<file path="src/rtl/multicycle_control.sv">
// Control FSM for a multicycle RISC-V style datapath.
// Outputs are decoded from the current state; reset gates every control output to 0.
module multicycle_control (
   input  logic       clk,
   input  logic       reset,
   input  logic [6:0] opcode,
   input  logic       zero,
   input  logic       mem_ready,
   output logic       pc_write,
   output logic       ir_write,
   output logic       mem_read,
   output logic       mem_write,
   output logic       reg_write,
   output logic       iord,
   output logic       mem_to_reg,
   output logic       pc_src,
   output logic [1:0] alu_src_a,
   output logic [1:0] alu_src_b,
   output logic [1:0] ALUOp,
   output logic       retire,
   output logic       illegal,
   output logic [3:0] state
);

   typedef enum logic [3:0] {
      S_FETCH   = 4'd0,
      S_DECODE  = 4'd1,
      S_MEMADR  = 4'd2,
      S_MEMRD   = 4'd3,
      S_MEMWB   = 4'd4,
      S_MEMWR   = 4'd5,
      S_EXEC_R  = 4'd6,
      S_EXEC_I  = 4'd7,
      S_ALUWB   = 4'd8,
      S_BRANCH  = 4'd9,
      S_ILLEGAL = 4'd10
   } state_t;

   localparam logic [6:0] OP_LOAD   = 7'b0000011;
   localparam logic [6:0] OP_STORE  = 7'b0100011;
   localparam logic [6:0] OP_RTYPE  = 7'b0110011;
   localparam logic [6:0] OP_ITYPE  = 7'b0010011;
   localparam logic [6:0] OP_BRANCH = 7'b1100011;

   state_t cur, nxt;

   always_ff @(posedge clk) begin
      if (reset) cur <= S_FETCH;
      else       cur <= nxt;
   end

   assign state = cur;

   // Next-state logic; encodings 11-15 fall through to FETCH via the default.
   always_comb begin
      nxt = S_FETCH;
      case (cur)
         S_FETCH:  nxt = mem_ready ? S_DECODE : S_FETCH;
         S_DECODE: begin
            case (opcode)
               OP_LOAD, OP_STORE: nxt = S_MEMADR;
               OP_RTYPE:          nxt = S_EXEC_R;
               OP_ITYPE:          nxt = S_EXEC_I;
               OP_BRANCH:         nxt = S_BRANCH;
               default:           nxt = S_ILLEGAL;
            endcase
         end
         S_MEMADR: nxt = (opcode == OP_LOAD) ? S_MEMRD : S_MEMWR;
         S_MEMRD:  nxt = mem_ready ? S_MEMWB : S_MEMRD;
         S_MEMWR:  nxt = mem_ready ? S_FETCH : S_MEMWR;
         S_EXEC_R: nxt = S_ALUWB;
         S_EXEC_I: nxt = S_ALUWB;
         default:  nxt = S_FETCH;
      endcase
   end

   always_comb begin
      pc_write   = 1'b0;
      ir_write   = 1'b0;
      mem_read   = 1'b0;
      mem_write  = 1'b0;
      reg_write  = 1'b0;
      iord       = 1'b0;
      mem_to_reg = 1'b0;
      pc_src     = 1'b0;
      alu_src_a  = 2'b00;
      alu_src_b  = 2'b00;
      ALUOp      = 2'b00;
      retire     = 1'b0;
      illegal    = 1'b0;
      if (!reset) begin
         case (cur)
            S_FETCH: begin
               mem_read  = 1'b1;
               alu_src_b = 2'b01;
               ir_write  = mem_ready;
               pc_write  = mem_ready;
            end
            // oldPC + imm lands in ALUOut for a possible branch later
            S_DECODE: begin
               alu_src_a = 2'b10;
               alu_src_b = 2'b10;
            end
            S_MEMADR: begin
               alu_src_a = 2'b01;
               alu_src_b = 2'b10;
            end
            S_MEMRD: begin
               mem_read = 1'b1;
               iord     = 1'b1;
            end
            S_MEMWB: begin
               reg_write  = 1'b1;
               mem_to_reg = 1'b1;
               retire     = 1'b1;
            end
            S_MEMWR: begin
               mem_write = 1'b1;
               iord      = 1'b1;
               retire    = mem_ready;
            end
            S_EXEC_R: begin
               alu_src_a = 2'b01;
               ALUOp     = 2'b10;
            end
            S_EXEC_I: begin
               alu_src_a = 2'b01;
               alu_src_b = 2'b10;
               ALUOp     = 2'b11;
            end
            S_ALUWB: begin
               reg_write = 1'b1;
               retire    = 1'b1;
            end
            S_BRANCH: begin
               alu_src_a = 2'b01;
               ALUOp     = 2'b01;
               pc_src    = 1'b1;
               pc_write  = zero;
               retire    = 1'b1;
            end
            S_ILLEGAL: illegal = 1'b1;
            default: ;
         endcase
      end
   end

endmodule

</file>
<file path="config.mk">
export PLATFORM = sky130hd
export DESIGN_NAME = multicycle_control
export DESIGN_NICKNAME = d
export VERILOG_FILES = /design/src/rtl/multicycle_control.sv
export SDC_FILE = /design/constraint.sdc
export NUM_CORES = 1
export LEC_CHECK = 0
export BUFFER_PORTS_ARGS = -buffer_cell sky130_fd_sc_hd__clkbuf_2
export CAP_MARGIN = 20
export CORE_AREA = 2 2 39 41
export DETAILED_ROUTE_END_ITERATION = 6
export DIE_AREA = 0 0 41 43
export GPL_TIMING_DRIVEN = 0
export PLACE_DENSITY_LB_ADDON = 0.1
export SLEW_MARGIN = 30
export SYNTH_ARGS = -nofsm -noshare
export SYNTH_HDL_FRONTEND = slang
export SYNTH_SLANG_ARGS = --single-unit
export TNS_END_PERCENT = 1
</file>
<file path="constraint.sdc">
create_clock -name clk -period 1.5 [get_ports clk]
set_input_delay 0.075 -clock clk [delete_from_list [all_inputs] [get_ports clk]]
set_output_delay 0.075 -clock clk [all_outputs]
set_load 0.02 [all_outputs]
</file>
==> flow_summary.json <==
{
  "die_y_um": 43,
  "fmax_mhz": 691,
  "yosysTopAreaCell": "dfxtp_1",
  "syn_avg_cell_area_um2": 6.37,
  "stdcell_area_um2": 757,
  "synth_top_cell_area_share_pct": 16.1,
  "fillers": 150,
  "ys_ff_latch": 4,
  "critPathCaptureType": "output port",
  "portBuffers": 30,
  "grt_pass1_vias": 538,
  "cts_buffers": 3,
  "hold_viol_final": 0,
  "nNetsFinal": 126,
  "cap_violations": 0,
  "period_share_pct": 96.5,
  "path_class": "flip-flop to output port",
  "dr.pass1.iters": 4,
  "die_w_um": 41,
  "ys_seq_area_share_pct": 16.1,
  "slew_viol_final": 0,
  "r2r_slack_ns": 0.07,
  "pin_count": 31,
  "crit_chain": "or3_4 > nor2_2 > and2_1 > buf_4",
  "gp_congestion": 0.828,
  "reg2reg_to": "state[2]",
  "grt_pass1_wl_mm": 2.21,
  "slowest_delay_ns": 0.40,
  "vdd_drop_max_mv": 0.441,
  "place_area_um2": 674,
  "final_util_pct": 54.7,
  "netlist_area_um2": 497,
  "crit_buf_inv": 1,
  "wl_mm": 1.43,
  "yosys_warnings": 0,
  "coreArea_um2": 1380,
  "cts.clk_slew.worst_paths_ns": 0.04,
  "synth_cells": 78,
  "slowest_stage": "or3_4",
  "ctsHoldBuffers": 0,
  "drc_errors": 0,
  "largest_reg_flops": 4,
  "fp.dieArea_um2": 1760,
  "pwr-share-seq_pct": 25.2,
  "syn_to_final_growth_pct": 52.4,
  "drtAntennaViolNets": 0,
  "synth_area_leaders": "dfxtp_1 (16%), nand2b_1 (11%), nor2_1 (8.3%)",
  "status": "complete, no violations",
  "crit_fanout": 10,
  "hold_path_depth": 3,
  "hold_path.class": "input pin to flip-flop",
  "synthDistinctLibCells": 28,
  "max-slew-margin-rel_pct": 66.1,
  "grt_max_degree": 13,
  "vias_per_cell": 5.13,
  "holdPathEnd": "state[2]",
  "combPwrFrac_pct": 50.2,
  "netSwitchingFraction_pct": 41.0,
  "wire_per_inst_um": 11.0,
  "cts_root_buffer": "clkbuf_4",
  "cts_htree_levels": 1,
  "power_frac_clock_pct": 24.6,
  "fp-row-count": 14,
  "first_iter_violations": 12,
  "finalCriticalPeriod_ns": 1.45,
  "r2r_cells": 4,
  "cellLeakagePower_nw": 0.348,
  "diodes": 0,
  "fin_skew_ns": 0.00302,
  "gr-total-overflow": 0,
  "p_switching_mw": 0.225,
  "cts_tree": "built",
  "start_util_pct": 35.9,
  "hold_start": "opcode[6]",
  "antenna_found_initial": 0,
  "synthesis.nets": 89,
  "drive_gt1_share_pct": 43.4,
  "critPathLaunchType": "flip-flop",
  "cp_data_arrival_time_ns": 1.37,
  "critPathTopFamily": "simple AND/OR/NAND/NOR gates",
  "clockBufferDepth": 2,
  "p_int_mw": 0.323,
  "hold-worst-slack_ns": 0.166,
  "r2r_start": "state[2]",
  "cp.required_ns": 1.42,
  "clock-sinks": 4,
  "tightest_slew_ns": 0.504,
  "setup_violations": 0,
  "dp_hpwl_mm": 1.09,
  "clock_latency_ns": 0.24,
  "grtUsageTotal_pct": 17.7,
  "powerDensity_nw_per_um2": 724,
  "rsz0062_at_grt": "true",
  "dr_total_vias": 662
}
[cell type report]
cell class | instances | area (um^2) | area share (%)
multi-input combinational | 66 | 407 | 53.7
clock buffer | 3 | 22.5 | 2.98
buffer | 4 | 23.8 | 3.14
sequential | 4 | 91.3 | 12.1
inverter | 2 | 7.51 | 0.992
tap | 16 | 20.0 | 2.64
timing repair buffer | 34 | 185 | 24.5
[cells by family after synthesis]
group / Yosys count / synth area share [%]
muxes: 1 / 2.02
and+or+nand+nor: 46 / 51.1
DFF: 4 / 16.1
buffers and inverters: 8 / 6.30
xor gates and xnor gates: 1 / 1.76
AOI/OAI and AO/OA: 18 / 22.7
[worst max path at each step]
stage | to | startpoint | cells after the start | slack (ns)
after global routing | retire | state[3] | 4 | -0.008
after CTS | ir_write | state[1] | 4 | 0.004
after floorplan | mem_read | state[0] | 4 | -0.12
after detailed placement | pc_write | state[0] | 6 | -0.11
final | ir_write | state[1] | 4 | 0.05
after global placement | pc_write | state[0] | 6 | -0.08
[routing by layer]
layer	up-vias	part of all wire, %	GRT usage, %
met4	0	1.1	8.00
met1	294	48	24.0
met2	15	48	26.9
li1	351	-	-
met5	-	0	0
met3	2	3.2	1.57
[synth_stat cells]
library cell   n
nor3_1         5
or2b_1         1
xor2_1         1
buf_2          1
o21bai_1       2
nand2b_1       9
and4bb_2       1
nand3_1        4
dfxtp_1        4
nor3b_1        1
o21ai_0        3
a21oi_1        6
or3_1          1
nand2_1        6
nor2_1        11
and2_1         2
a31oi_1        2
o31a_1         1
nand4b_1       1
o32ai_1        1
or4b_1         1
inv_1          2
and3b_1        2
a211oi_1       2
or2_0          1
a21o_1         1
mux2i_1        1
clkbuf_1       5
[placed cells by master, fill, tap and decap left out, types with 3 or more instances in the layout]
cell type,count
nand2b_1,9
clkbuf_4,3
nor3_1,5
nand3_1,4
dfxtp_4,3
o21ai_0,3
buf_4,8
a21oi_1,6
nor2_1,10
nand2_1,6
clkbuf_2,28
[worst register-to-register path: stages (launching register included)]
cell and delay [ns]:
dfxtp_4 0.36, or2_0 0.20, buf_4 0.16, or4b_4 0.47, a31oi_1 0.16
[power groups by stage]
stage,Sequential (mW),Clock [mW],Combinational [mW]
floorplan,0.138,0,0.171
global placement,0.127,0,0.259
detailed placement,0.128,0,0.261
CTS,0.140,0.139,0.255
global route,0.141,0.148,0.301
finish,0.138,0.135,0.275
[through the flow]
step                      setup TNS, ns  std cells  setup slack (ns)  total power [mW]
final                                 0        129            0.0532             0.548
after global routing            -0.0217        129          -0.00830             0.590
after CTS                             0        126           0.00402             0.534
after detailed placement         -0.318        124            -0.114             0.388
after global placement           -0.212        124           -0.0786             0.387
after floorplan                  -0.320         78            -0.124             0.310
[what timing repair did]
action,in CTS,in global routing
gates resized for setup,10,10
endpoints found under the setup margin,14,8
pin swaps,0,2
buffers inserted,1,3
No activity file was read; power rests on OpenSTA's default activity.
